[config.mk]
export PLATFORM = sky130hd
export DESIGN_NAME = sum_fact_arbiter
export DESIGN_NICKNAME = d
export VERILOG_FILES = /design/src/rtl/sum_fact_arbiter.sv
export SDC_FILE = /design/constraint.sdc
export NUM_CORES = 1
export LEC_CHECK = 0
export ABC_AREA = 1
export CAP_MARGIN = 10
export CORE_UTILIZATION = 40
export DETAILED_ROUTE_END_ITERATION = 10
export GPL_TIMING_DRIVEN = 0
export PLACE_DENSITY = 0.81
export SLEW_MARGIN = 5
export SYNTH_ARGS = -nofsm -noshare
export SYNTH_HDL_FRONTEND = slang
export SYNTH_SLANG_ARGS = --single-unit
[constraint.sdc]
create_clock -name clk -period 2.8 [get_ports clk]
set_input_delay 0.42 -clock clk [delete_from_list [all_inputs] [get_ports clk]]
set_output_delay 0.42 -clock clk [all_outputs]
set_load 0.02 [all_outputs]
[src/rtl/sum_fact_arbiter.sv]
`default_nettype none
// ============================================================================
// Module   : sum_fact_arbiter
// Purpose  : Round-robin scheduler that shares one sum-of-factorials engine
//            among NUM_REQ requesters.
//
//            Each job runs through the same sequence:
//              - pick a pending requester and capture its N;
//              - clear the engine and launch it;
//              - wait for the result;
//              - hand the result back with the requester ID.
//
//            Only one job is in flight at a time.
//
// Ports    : clk, reset          - clock / synchronous active-high reset
//            req_valid/req_N     - per-requester job request (N slice k at
//                                  [3k+2:3k])
//            req_ready           - one-hot single-cycle grant pulse
//            rsp_valid/rsp_id/rsp_data/rsp_err/rsp_ack
//                                - response channel; fields held until ack
//            eng_*               - engine pins (reset, N_in, input_valid,
//                                  sum_fact, output_valid, output_ack)
//
// Options  : SUM_FACT_ARB_TIMEOUT_EN
//              - When defined: a WAIT that lasts TIMEOUT_CYC cycles without
//                eng_output_valid yields a response with rsp_err=1 and
//                rsp_data=0.
//              - When undefined: WAIT waits indefinitely and rsp_err is
//                tied 0.
//
// Revision : 1.0 - initial release
// ============================================================================
module sum_fact_arbiter #(
   parameter int NUM_REQ     = 4,
   parameter int ID_W        = 2,
   parameter int TIMEOUT_CYC = 64
) (
   input  logic                 clk,
   input  logic                 reset,
   input  logic [NUM_REQ-1:0]   req_valid,
   input  logic [3*NUM_REQ-1:0] req_N,
   output logic [NUM_REQ-1:0]   req_ready,
   output logic                 rsp_valid,
   output logic [ID_W-1:0]      rsp_id,
   output logic [12:0]          rsp_data,
   output logic                 rsp_err,
   input  logic                 rsp_ack,
   output logic                 eng_reset,
   output logic [2:0]           eng_N_in,
   output logic                 eng_input_valid,
   input  logic [12:0]          eng_sum_fact,
   input  logic                 eng_output_valid,
   output logic                 eng_output_ack
);

   typedef enum logic [2:0] {
      S_IDLE   = 3'd0,
      S_CLEAR  = 3'd1,
      S_LAUNCH = 3'd2,
      S_WAIT   = 3'd3,
      S_RESP   = 3'd4
   } state_t;

   state_t            r_state;
   state_t            w_state_nxt;
   logic [ID_W-1:0]   r_rr_ptr;
   logic [ID_W-1:0]   r_job_id;
   logic [2:0]        r_job_n;
   logic [ID_W-1:0]   r_rsp_id;
   logic [12:0]       r_rsp_data;

   logic              w_found;
   logic [ID_W-1:0]   w_grant_idx;
   logic [NUM_REQ-1:0] w_grant_oh;
   logic [2:0]        w_grant_n;
   logic [2:0]        w_req_n [NUM_REQ];
   logic              w_timeout;

   // (base + off) mod NUM_REQ; off is always below NUM_REQ, so a single
   // conditional subtract is enough.
   function automatic logic [ID_W-1:0] wrap_add(input logic [ID_W-1:0] base,
                                                input int off);
      int sum;
      sum = int'(base) + off;
      if (sum >= NUM_REQ) sum = sum - NUM_REQ;
      return ID_W'(sum);
   endfunction

   for (genvar k = 0; k < NUM_REQ; k++) begin : g_req_split
      assign w_req_n[k] = req_N[3*k+2 : 3*k];
   end

   // Round-robin search starting at r_rr_ptr.
   // The scan runs from the farthest offset down to offset 0, so the nearest
   // pending requester is the last one written and therefore wins.
   always_comb begin
      w_found     = 1'b0;
      w_grant_idx = '0;
      for (int i = NUM_REQ - 1; i >= 0; i--) begin
         if (req_valid[wrap_add(r_rr_ptr, i)]) begin
            w_found     = 1'b1;
            w_grant_idx = wrap_add(r_rr_ptr, i);
         end
      end
   end

   assign w_grant_oh = {{(NUM_REQ-1){1'b0}}, 1'b1} << w_grant_idx;
   assign w_grant_n  = w_req_n[w_grant_idx];

`ifdef SUM_FACT_ARB_TIMEOUT_EN
   localparam int               TMO_W    = $clog2(TIMEOUT_CYC + 1);
   localparam logic [TMO_W-1:0] TMO_LAST = TMO_W'(TIMEOUT_CYC - 1);

   logic [TMO_W-1:0] r_tmo_cnt;
   logic             r_rsp_err;

   // The count is cleared in LAUNCH, so it reads k during the (k+1)-th WAIT
   // cycle. Matching TMO_LAST therefore means TIMEOUT_CYC WAIT cycles have
   // passed.
   assign w_timeout = (r_state == S_WAIT) && !eng_output_valid &&
                      (r_tmo_cnt == TMO_LAST);

   always_ff @(posedge clk) begin
      if (reset) begin
         r_tmo_cnt <= '0;
         r_rsp_err <= 1'b0;
      end else begin
         if (r_state == S_LAUNCH)
            r_tmo_cnt <= '0;
         else if (r_state == S_WAIT)
            r_tmo_cnt <= r_tmo_cnt + 1'b1;

         if ((r_state == S_WAIT) && eng_output_valid)
            r_rsp_err <= 1'b0;
         else if (w_timeout)
            r_rsp_err <= 1'b1;
      end
   end

   assign rsp_err = r_rsp_err;
`else
   assign w_timeout = 1'b0;
   assign rsp_err   = 1'b0;
`endif

   // Next-state logic
   always_comb begin
      w_state_nxt = r_state;
      case (r_state)
         S_IDLE:   if (w_found) w_state_nxt = S_CLEAR;
         S_CLEAR:  w_state_nxt = S_LAUNCH;
         S_LAUNCH: w_state_nxt = S_WAIT;
         S_WAIT:   if (eng_output_valid || w_timeout) w_state_nxt = S_RESP;
         S_RESP:   if (rsp_ack) w_state_nxt = S_IDLE;
         default:  w_state_nxt = S_IDLE;
      endcase
   end

   always_ff @(posedge clk) begin
      if (reset) begin
         r_state    <= S_IDLE;
         r_rr_ptr   <= '0;
         r_job_id   <= '0;
         r_job_n    <= '0;
         r_rsp_id   <= '0;
         r_rsp_data <= '0;
      end else begin
         r_state <= w_state_nxt;

         if ((r_state == S_IDLE) && w_found) begin
            r_job_n  <= w_grant_n;
            r_job_id <= w_grant_idx;
            r_rr_ptr <= wrap_add(w_grant_idx, 1);
         end

         if ((r_state == S_WAIT) && eng_output_valid) begin
            r_rsp_data <= eng_sum_fact;
            r_rsp_id   <= r_job_id;
         end else if (w_timeout) begin
            r_rsp_data <= '0;
            r_rsp_id   <= r_job_id;
         end
      end
   end

   // Strobes are gated with reset so that nothing leaks out while the
   // registers are still being cleared.
   assign req_ready       = (!reset && (r_state == S_IDLE) && w_found) ? w_grant_oh : '0;
   assign eng_reset       = reset || (r_state == S_CLEAR);
   assign eng_input_valid = !reset && (r_state == S_LAUNCH);
   assign eng_output_ack  = !reset && (r_state == S_WAIT) && eng_output_valid;
   assign eng_N_in        = r_job_n;
   assign rsp_valid       = !reset && (r_state == S_RESP);
   assign rsp_id          = r_rsp_id;
   assign rsp_data        = r_rsp_data;

endmodule
`default_nettype wire

# Word level (Yosys, flattened, before mapping)
# Cells that the tools add are included.
# W data, S select, Z words.
[word_totals]
elab_cells = 75
reg_bits = 25
memories = 0
latch_bits = 0
ramBits = 0
input_bits = 33
romBits = 0
[op_classes]
n_mux = 29
addsub = 9
order_cmp = 10
reduce_logical = 12
n_div = 0
n_mul = 0
eq_ne = 7
shifts = 1
n_bitwise = 1
[op_table]
columns = ["operator", "count"]
rows = [
  ["$mux W2", 9],
  ["$ge A3 B3 Y1 const B", 5],
  ["$mux W3", 5],
  ["$pmux W3 S5", 1],
  ["$lt A2 B3 Y1 const B", 4],
  ["$sub A2 B1 Y2 const B", 5],
  ["$bmux W1 S2", 4],
  ["$logic_and A1 B1 Y1", 8],
  ["$mux W1", 8],
  ["$add A2 B1 Y3 const B", 2],
  ["$add A2 B2 Y3 const B", 2],
  ["$bmux W3 S2", 1],
  ["$eq A3 B2 Y1 const B", 2],
  ["$ne A2 B2 Y1 const B", 3],
  ["$mux W4", 1],
  ["$shl A1 B2 Y4 const A", 1],
  ["$eq A3 B1 Y1 const B", 1],
  ["$eq A3 B3 Y1 const B", 1],
  ["$ge A2 B3 Y1 const B", 1],
  ["$logic_not A3 Y1", 1],
  ["$not A2 Y3", 1],
  ["$reduce_and A3 Y1", 1],
  ["$logic_not A1 Y1", 1],
  ["$logic_or A1 B1 Y1", 1],
]

# Longest topological paths before layout
[logic_depth]
word_depth = 13
mapped_depth = 15
ltp_nobuf = 14

# Worst setup path after synthesis
# No wires, ideal clock.
[synth_path]
path_type = "flip-flop to output port"
start = "reg r_rr_ptr[0]"
end = "out req_ready[0]"
required_time_ns = 2.380
n_path_buf = 1
slack_ns = 0.724
stages_incl_launch_ff = 13
arrival_time_ns = 1.656
path_cell_list = "dfxtp_1 buf_6 inv_6 nand2_1 nand2_2 nand2_1 nand2_1 inv_1 nand2_1 nor2_2 nor3_4 nand2_1 nor3_1"
[synth_between]
elab_chain_len = 11
elab_cells_between_ends = 34
cone_classes = "add/sub (7); order compare (4); shift (1); mux (21); reduce/logical (1)"
[synth_lines]
columns = ["element", "line_no", "rtl"]
rows = [
  ["start, declared", "66", "logic [ID_W-1:0] r_rr_ptr;"],
  ["start signal, assigned", "173", "r_rr_ptr <= wrap_add(w_grant_idx, 1);"],
  ["$add A2 B2 Y3", "84", "sum = int'(base) + off;"],
  ["$ge A3 B3 Y1 or $sub A2 B1 Y2 (tied branches)", "85", "if (sum >= NUM_REQ) sum = sum - NUM_REQ;"],
  ["$mux W2", "85", ""],
  ["$bmux W1 S2", "100", "if (req_valid[wrap_add(r_rr_ptr, i)]) begin"],
  ["$mux W1 (implied by the code)", "100", ""],
  ["$mux W2 or $mux W1 (tied branches) (4 in a row)", "100", ""],
  ["$shl A1 B2 Y4 or $logic_and A1 B1 Y1 (tied branches)", "107, 188", ""],
  ["$mux W4 *", "188", "assign req_ready = (!reset && (r_state == S_IDLE) && w_found) ? w_grant_oh : '0;"],
  ["end, declared", "42", "output logic [NUM_REQ-1:0] req_ready,"],
]
# Every way passes the cells marked *; elsewhere a longest branch is shown, timed or not. The select of a mux whose other input is x is not followed.

# Worst setup path in the final report
[layout_path]
start = "reg r_state[1]"
end = "out eng_output_ack"
[layout_between]
elab_chain_len = 3
[layout_lines]
columns = ["element", "line_no", "rtl"]
rows = [
  ["start, declared", "64", "state_t r_state;"],
  ["start signal, assigned", "168", "r_state <= w_state_nxt;"],
  ["$eq A3 B2 Y1", "191", "assign eng_output_ack = !reset && (r_state == S_WAIT) && eng_output_valid;"],
  ["$logic_and A1 B1 Y1 (2 in a row)", "191", ""],
  ["end, declared", "53", "output logic eng_output_ack"],
]
# No other way between the ends.

==> out/metrics.cfg <==
[layout]
area_growth_pct=46.7
layout.cells.non_filler=316
final_area_sq_um=2060
fill_cells=352
multi_input_area_sq_um=763
mostFrequentLayoutCells=53 x clkdlybuf4s50_1, 47 x nand2_1, 33 x nand3_1
drive_above_1_share_pct=13.3
final_common_cell=clkdlybuf4s50_1
regArea_sq_um=500
antennaDiodeCount=0
nets=304

[synthesis]
ys_ff_latch=25
synth_edf_count=0
synth_seq_area_share_pct=35.6
syn_area_sq_um=1410
synth-main-ff-cell=dfxtp_1
ys_warn_count=0
synthDistinctLibCells=30
syn-num-nets=240
synthCells=207
ys_async_sr_fraction_pct=0
syn_area_per_cell_sq_um=6.79

[setup_path]
max_stage_delay_ns=0.60
path_cells=inv_1 -> nor3_4 -> nand2_2 -> buf_2 -> nor2_1 -> clkdlybuf4s50_1
arrival_ns=2.21
cp-end-kind=output port
critPathLaunchType=flop
crit_fanout=10
path_class=reg -> out
rrSetupSlack_ns=1.10
required_ns=2.38
cp_num_cells=6
cp_num_buf_inv=3
path_delay_family=buffers and inverters
reg2regPathDepth=13
cp_slowest_cell=clkdlybuf4s50_1

[drt]
num_vias=1564
finalWirelength_microns=3400
drt_iter0_drc=92
via_per_inst=4.95
postRouteAntennaNets=0
drc=0
wl_per_cell_microns=10.8
first_pass_iters=4

[clock_tree]
cts_tree=built
htreeDepth=1
clk_latency_ns=0.32
path_clk_slew_ns=0.13
cts_root_buf=clkbuf_4
numClockSinks=25
cts_made_buffers=3
clk_path_buf_depth=2

[job]
cap_violations=0

[floorplan]
die_w_microns=61.3
die_h_microns=61.3
die_area_sq_um=3760
num_rows=21
fp.coreArea_sq_um=3360
io_pins=60
start_util_pct=41.8

[timing]
finalSetupViolations=0
post-route-period-util_pct=93.9
period_minus_slack_ns=2.63
fin_ws_ns=0.172
skew_ns=0.0135
hold_violations=0
setup-tns-final_ns=0
max_freq_mhz=381
slew_violations=0
rsz0062_at_grt=false

[global_route]
first_global_vias=1313
grt.overflow.total=0
antenna_found_initial=0
grtUsageTotal_pct=19.0
grt_max_degree=14
grt_first_pass_wirelength_microns=5420

[min_path]
hold_class=reg -> reg
whs_path_depth=2

[placement]
numPortBuffers=57
pre_cts_slack_ns=-0.215
gp_congestion=0.795
dp_hpwl_microns=2650
dp_cells=310
placedInstanceArea_sq_um=2030

[power_and_ir_drop]
p_per_area_nw_per_um2=804
ir_drop_mv=0.420
p_leak_nw=0.845

[run_status]
status=finished, final reports clean

-- kinds of logic after synthesis --
group           synth area share, %
flops                          35.6
simple gates                   42.1
compound gates                 11.7
buf+inv                        10.3
other cells                   0.267
-- cell type report --
type / count / share of cell area [%]
buffer: 9 / 2.67
clock buffer: 4 / 1.27
inverter: 22 / 4.37
multi-input combinational: 151 / 37.0
sequential: 25 / 24.3
tap: 46 / 2.79
timing repair buffer: 59 / 27.7
-- report_power, final --
| part | switching [W] | internal (W) |
|---|---|---|
| Combinational | 0.000650 | 0.000392 |
| Clock | 0.000101 | 0.0000557 |
| Sequential | 0.0000436 | 0.000417 |
-- layer usage --
layer | up-vias | GRT usage, % | share of wire (%)
met5 | - | 0 | 0
met1 | 706 | 25.4 | 45
met3 | 4 | 4.20 | 4.1
met4 | 0 | 4.55 | 1.2
li1 | 813 | - | -
met2 | 41 | 31.2 | 50
-- repair_timing --
| action | in CTS | in global routing |
|---|---|---|
| pin swaps | 0 | 1 |
| hold buffers | 0 | 0 |
| endpoints found under the setup margin | 4 | 5 |
| gates resized for setup | 4 | 10 |
| buffers inserted | 0 | 2 |
-- worst reg2reg max path: stages, from the launching register on --
cell and delay [ns]:
dfxtp_1 0.46, inv_2 0.10, nand2_1 0.08, nand2_2 0.06, nand2_2 0.10, nand2_2 0.06, o21ai_1 0.17, nand2_2 0.14
nand2_4 0.14, inv_4 0.06, nand3_2 0.05, nand2_1 0.05, nor2_1 0.09, nor2_1 0.04
-- state kept, by name, indices dropped and copies added, names as in the netlist --
| register | flops |
|---|---|
| eng_N_in | 3 |
| r_state | 3 |
| r_rr_ptr | 2 |
| r_job_id | 2 |
| rsp_data | 13 |
| rsp_id | 2 |
-- final timing paths --
path / from / endpoint
worst max-delay path: r_state[1] / eng_output_ack
worst min register to register: rsp_data[7] / rsp_data[7]
worst max register to register: r_rr_ptr[1] / eng_N_in[0]
worst min-delay path: rsp_data[7] / rsp_data[7]
-- synthesized netlist by cell type, types with 2 or more instances --
cell type / n / share of area (%)
buf_2: 2 / 0.71
o21ai_1: 5 / 1.8
inv_1: 19 / 5.1
clkbuf_1: 3 / 0.80
buf_6: 2 / 1.6
nor2_1: 14 / 3.7
o21ai_0: 2 / 0.71
a21oi_1: 18 / 6.4
dfxtp_1: 25 / 36
nand4_1: 5 / 2.2
nand3_1: 33 / 12
nand2_1: 48 / 13
nand2_2: 11 / 4.9
nor3_1: 2 / 0.71
nor3_4: 2 / 2.3
nand3_2: 2 / 1.4
-- through the flow --
stage / util, % / total power, W / hold slack, ns
floorplan: - / 0.00125 / 0.448
global placement: 60.5 / 0.00151 / 0.449
detailed placement: 60.5 / 0.00152 / 0.456
CTS: 61.1 / 0.00167 / 0.474
global route: 61.3 / 0.00182 / 0.483
finish: 61.3 / 0.00166 / 0.471
Power figures use the tool's default switching activity.
